--- src/rtl/i2c_pkg.sv ---
// Shared definitions for the I2C slave transmit path: controller states,
// SDA drive encodings and the bit-counter rollover value.
package i2c_pkg;

    typedef enum logic [2:0] {
        IDLE,
        LOAD,
        SEND,
        ACK_WAIT,
        ACK_HOLD
    } tx_state_t;

    localparam logic SDA_RELEASE = 1'b0;
    localparam logic SDA_DRIVE   = 1'b1;

    localparam int          BIT_CNT_BITS = 4;
    localparam logic [3:0]  BIT_ROLLOVER = 4'd8;

endpackage

--- src/rtl/flex_counter.sv ---
// Up-counter with synchronous clear; counts 1..rollover_val and wraps back to 1.
module flex_counter #(
    parameter int NUM_CNT_BITS = 4
) (
    input  logic                    clk,
    input  logic                    n_rst,
    input  logic                    clear,
    input  logic                    count_enable,
    input  logic [NUM_CNT_BITS-1:0] rollover_val,
    output logic [NUM_CNT_BITS-1:0] count_out
);

    logic [NUM_CNT_BITS-1:0] count_q, count_d;

    always_ff @(posedge clk or negedge n_rst) begin
        if (!n_rst) begin
            count_q <= '0;
        end else begin
            count_q <= count_d;
        end
    end

    always_comb begin
        count_d = count_q;
        if (clear) begin
            count_d = '0;
        end else if (count_enable) begin
            if (count_q == rollover_val) begin
                count_d = {{(NUM_CNT_BITS-1){1'b0}}, 1'b1};
            end else begin
                count_d = count_q + 1'b1;
            end
        end
    end

    assign count_out = count_q;

endmodule

--- src/rtl/tx_ctrl.sv ---
// I2C slave read-transfer controller: loads bytes from the TX FIFO, shifts
// them out on SCL falling edges and handles the master ACK/NACK bit.
module tx_ctrl
    import i2c_pkg::*;
(
    input  logic       clk,
    input  logic       n_rst,
    input  logic       start_read,
    input  logic       stop_found,
    input  logic       rising_edge_found,
    input  logic       falling_edge_found,
    input  logic       sda_in,
    input  logic       fifo_empty,
    output logic       load_data,
    output logic       tx_enable,
    output logic       read_enable,
    output logic       sda_drive,
    output logic       master_nack,
    output logic       underrun,
    output logic [7:0] byte_count
);

    tx_state_t  state_q, state_d;
    logic       ack_q, ack_d;
    logic       nack_q, nack_d;
    logic [7:0] byte_count_q, byte_count_d;

    logic                    fall_eff;
    logic                    cnt_clear;
    logic                    cnt_en;
    logic [BIT_CNT_BITS-1:0] bit_cnt;

    // A rising edge in the same cycle masks the falling edge.
    assign fall_eff = falling_edge_found & ~rising_edge_found;

    flex_counter #(
        .NUM_CNT_BITS(BIT_CNT_BITS)
    ) u_bit_cnt (
        .clk          (clk),
        .n_rst        (n_rst),
        .clear        (cnt_clear),
        .count_enable (cnt_en),
        .rollover_val (BIT_ROLLOVER),
        .count_out    (bit_cnt)
    );

    always_ff @(posedge clk or negedge n_rst) begin
        if (!n_rst) begin
            state_q      <= IDLE;
            ack_q        <= 1'b1;
            nack_q       <= 1'b0;
            byte_count_q <= 8'd0;
        end else begin
            state_q      <= state_d;
            ack_q        <= ack_d;
            nack_q       <= nack_d;
            byte_count_q <= byte_count_d;
        end
    end

    always_comb begin
        state_d      = state_q;
        ack_d        = ack_q;
        nack_d       = 1'b0;
        byte_count_d = byte_count_q;
        cnt_clear    = 1'b0;
        cnt_en       = 1'b0;
        if (stop_found) begin
            state_d   = IDLE;
            cnt_clear = 1'b1;
        end else begin
            case (state_q)
                IDLE: begin
                    if (start_read) begin
                        state_d      = LOAD;
                        byte_count_d = 8'd0;
                    end
                end
                LOAD: begin
                    cnt_clear = 1'b1;
                    state_d   = SEND;
                end
                SEND: begin
                    if (fall_eff) begin
                        cnt_en = 1'b1;
                        if (bit_cnt == BIT_ROLLOVER - 4'd1) begin
                            state_d = ACK_WAIT;
                        end
                    end
                end
                ACK_WAIT: begin
                    if (rising_edge_found) begin
                        ack_d   = sda_in;
                        state_d = ACK_HOLD;
                    end
                end
                ACK_HOLD: begin
                    if (fall_eff) begin
                        if (!ack_q) begin
                            byte_count_d = byte_count_q + 8'd1;
                            state_d      = LOAD;
                        end else begin
                            // Registered so the pulse comes from state, not from the SCL edge input.
                            nack_d  = 1'b1;
                            state_d = IDLE;
                        end
                    end
                end
                default: state_d = IDLE;
            endcase
        end
    end

    assign load_data   = (state_q == LOAD);
    assign tx_enable   = (state_q == SEND);
    assign read_enable = (state_q == LOAD) & ~fifo_empty;
    assign underrun    = (state_q == LOAD) & fifo_empty;
    assign sda_drive   = ((state_q == LOAD) || (state_q == SEND)) ? SDA_DRIVE : SDA_RELEASE;
    assign master_nack = nack_q;
    assign byte_count  = byte_count_q;

endmodule

--- config.mk ---
export PLATFORM = sky130hd
export DESIGN_NAME = tx_ctrl
export DESIGN_NICKNAME = d
export VERILOG_FILES = /design/src/rtl/i2c_pkg.sv /design/src/rtl/flex_counter.sv /design/src/rtl/tx_ctrl.sv
export SDC_FILE = /design/constraint.sdc
export NUM_CORES = 1
export LEC_CHECK = 0
export ABC_AREA = 1
export CAP_MARGIN = 15
export CORE_MARGIN = 2
export CORE_UTILIZATION = 44
export DETAILED_ROUTE_END_ITERATION = 12
export GPL_TIMING_DRIVEN = 0
export PLACE_DENSITY = 0.8
export SETUP_SLACK_MARGIN = 0.2
export SLEW_MARGIN = 20
export SYNTH_ARGS = -nofsm -noshare
export SYNTH_HDL_FRONTEND = slang
export SYNTH_SLANG_ARGS = --single-unit
--- constraint.sdc ---
create_clock -name clk -period 1.4 [get_ports clk]
set_input_delay 0.42 -clock clk [delete_from_list [all_inputs] [get_ports clk]]
set_output_delay 0.42 -clock clk [all_outputs]
set_load 0.02 [all_outputs]
==> flow_summary.ini <==
[outcome]
status = complete, but fails checks
violations = setup timing

[setup_path]
cp-startpoint = state_q[1]
worst-r2r-setup-slack_ns = -0.19
critPathKind = register to primary output
crit_path_end_kind = primary output
worstReg2RegStart = state_q[1]
cp-start-kind = register
cp_max_fo = 5
r2r_end = byte_count[1]
rr_worst_depth = 9
worstPathRequired_ns = 0.98
crit_path_end = read_enable
crit_arrival_ns = 1.22

[cts]
clock_sinks = 17
clkLatencyLatePin_ns = 0.28
cts_tree = done
clk_path_buf_depth = 2
root_buffer = clkbuf_4
ctsHoldBuffers = 0
cts_made_buffers = 3
path_clk_slew_ns = 0.09
htreeDepth = 1

[routing]
wl_per_cell_um = 15.2
wl_met1_um = 1290
wl_met2_um = 1860
drt-initial-drc-count = 18
ant_nets = 0
top_layer_used = met4
vias_per_cell = 5.30
first_pass_iters = 5
wl_met3_um = 113
vias = 1177
wl_um = 3380
route.detailed.drc = 0

[final_layout]
post-route-util_pct = 79.3
synthToLayoutAreaGrowth_pct = 69.8
num_antenna_cells = 0
drive_gt1_share_pct = 47.9
final_nets = 206
layout.cells.non_filler = 222

[logic_synthesis]
synth.net_count = 154
synthSimpleGateAreaFrac_pct = 37.5
syn_inst = 143
async_flop_share_pct = 100
syn_avg_cell_area_sq_um = 7.30
syn_area_sq_mm = 0.00104
yosysMostFrequentCell = nand2_1
ys_ff_latch = 17
ys_top_cells_by_count = 40 x nand2_1, 21 x inv_1, 17 x nor2_1, 16 x dfrtp_1, 12 x nand3_1
ys.flop_type = dfrtp_1
synth_xor_area_share_pct = 2.52
synth_edf_count = 0
synthAdderAreaFrac_pct = 3.60
yosys.area.top_type_share_pct = 38.4
synth_top_family_by_area = simple AND/OR/NAND/NOR gates
post_synth_num_cell_types = 18
synth_compound_area_share_pct = 7.91
ys_seq_area_share_pct = 40.9
synth_top_cell_by_area = dfrtp_1
ys_top_cells_by_area = dfrtp_1 38%, nand2_1 14%, inv_1 7.6%
ys_warn_count = 0
synth.area.mux_share_pct = 0

[place]
dpl.cell_count = 192
dp.final_hpwl_um = 1710
gp_congestion = 0.798
port_buffers = 21

[floorplan]
die_w_um = 52.7
placementRows = 17
dieArea_sq_mm = 0.00278
start_util_pct = 46.7
core_area_sq_mm = 0.00223
die_h_um = 52.7
io_pins = 22

[global_route]
grt_remaining_overflow = 0
grt_max_degree = 18
grtUsageTotal_pct = 25.0
grt_pass1_vias = 1128
grt_pass1_wl_um = 5010
antenna_found_initial = 0

[sta]
grt_setup_unrepaired = yes
tightestPinTransition_ns = 0.788
setup_slack_ns = -0.245
setup_viol = 15
fin_worst_skew_ns = 0.00259
final.min_clock_period_ns = 1.64
period_share_pct = 117
finalHoldViolCount = 0
finalMaxSlewViolations = 0
timing.slew.headroom_pct = 47.4
fmax_ghz = 0.608

[power]
peakVddDrop_mv = 1.25
total_power_mw = 1.92
power_leakage_nw = 0.849
power.density_mw_per_mm2 = 1090

[worst_hold_path]
holdCritPathClass = input pin to asynchronous set/reset pin

[flow_run]
maxCapViolCount = 0
-- per-stage QoR --
step / instance area, sq um / hold WS (ns) / setup TNS [ns] / setup slack (ns)
global placement: 1340 / 0.515 / -7.84 / -0.734
global route: 1770 / 0.379 / -3.05 / -0.289
CTS: 1620 / 0.338 / -1.44 / -0.210
floorplan: 1090 / 0.124 / 0 / 0.169
detailed placement: 1340 / 0.526 / -9.08 / -0.743
finish: 1770 / 0.320 / -2.38 / -0.245
-- sequential cells by signal, indices dropped and copies added (netlist names) --
register / count
byte_count: 8
u_bit_cnt.count_out: 4
master_nack: 1
state_q: 3
ack_q: 1
-- critical path, cell delays in order (launching register included) --
cell	delay (ns)
dfrtp_2	0.45
inv_2	0.11
nand3_4	0.14
nor2_4	0.11
buf_6	0.12
-- cell type report --
| class | count | area, sq um |
|---|---|---|
| inverters | 21 | 78.8 |
| clock buffers | 4 | 26.3 |
| flip-flops and latches | 17 | 433 |
| multi-input cells | 106 | 752 |
| repair buffers | 46 | 447 |
| fillers | 141 | 462 |
| well taps | 28 | 35.0 |
-- where the power goes --
group          leakage, nW  total [mW]  internal, mW  switching (mW)
registers            0.224       0.615         0.546          0.0690
clock network       0.0150       0.255         0.111           0.144
logic                0.610        1.05         0.485           0.569
-- worst min path at each step --
stage	from	to	slack (ns)	cells after the start
floorplan	n_rst	byte_count[0]	0.12	0
global placement	byte_count[7]	byte_count[7]	0.51	2
detailed placement	byte_count[4]	byte_count[4]	0.53	2
CTS	n_rst	state_q[0]	0.34	1
global route	n_rst	master_nack	0.38	1
finish	n_rst	state_q[0]	0.32	1
-- cells by family (layout without fill, tap and decap cells) --
kind of cell / count (synthesis) / in the layout
AO/OA/AOI/OAI: 16 / 16
buffers and inverters: 21 / 71
adder cells (fa/ha/maj): 3 / 3
AND/OR/NAND/NOR: 83 / 84
flip-flops: 17 / 17
XOR/XNOR: 3 / 3
-- per-layer routing --
layer  GRT usage, %  vias to the layer above
met5              0                        -
met4           11.1                        0
met3           4.57                       10
met2           46.5                       39
met1           27.0                      563
li1               -                      565
-- cell usage in the layout (no fill, tap or decap), types with 3 or more instances in the layout --
cell and count:
a21oi_1 3, nand3_4 6, dfrtp_1 11, inv_1 13, o21ai_1 6, nor2_1 10, inv_2 8, clkbuf_4 3
buf_4 18, buf_6 20, nand3_1 6, nand4_1 4, dfrtp_2 5, nand2_4 5, nand3_2 3, clkdlybuf4s50_1 4
nand2_2 4, nand2_1 31, dlygate4sd2_1 3, nor2_4 9, a21oi_2 3, xor2_1 3
-- timing repair --
item / 4_1_cts / 5_1_grt
gates cloned: 1 / 0
setup endpoints to repair: 30 / 31
setup buffers: 20 / 5
pin swaps: 12 / 14
hold endpoints to repair: 0 / 0
resized for setup: 115 / 29
Power figures use the tool's default switching activity.
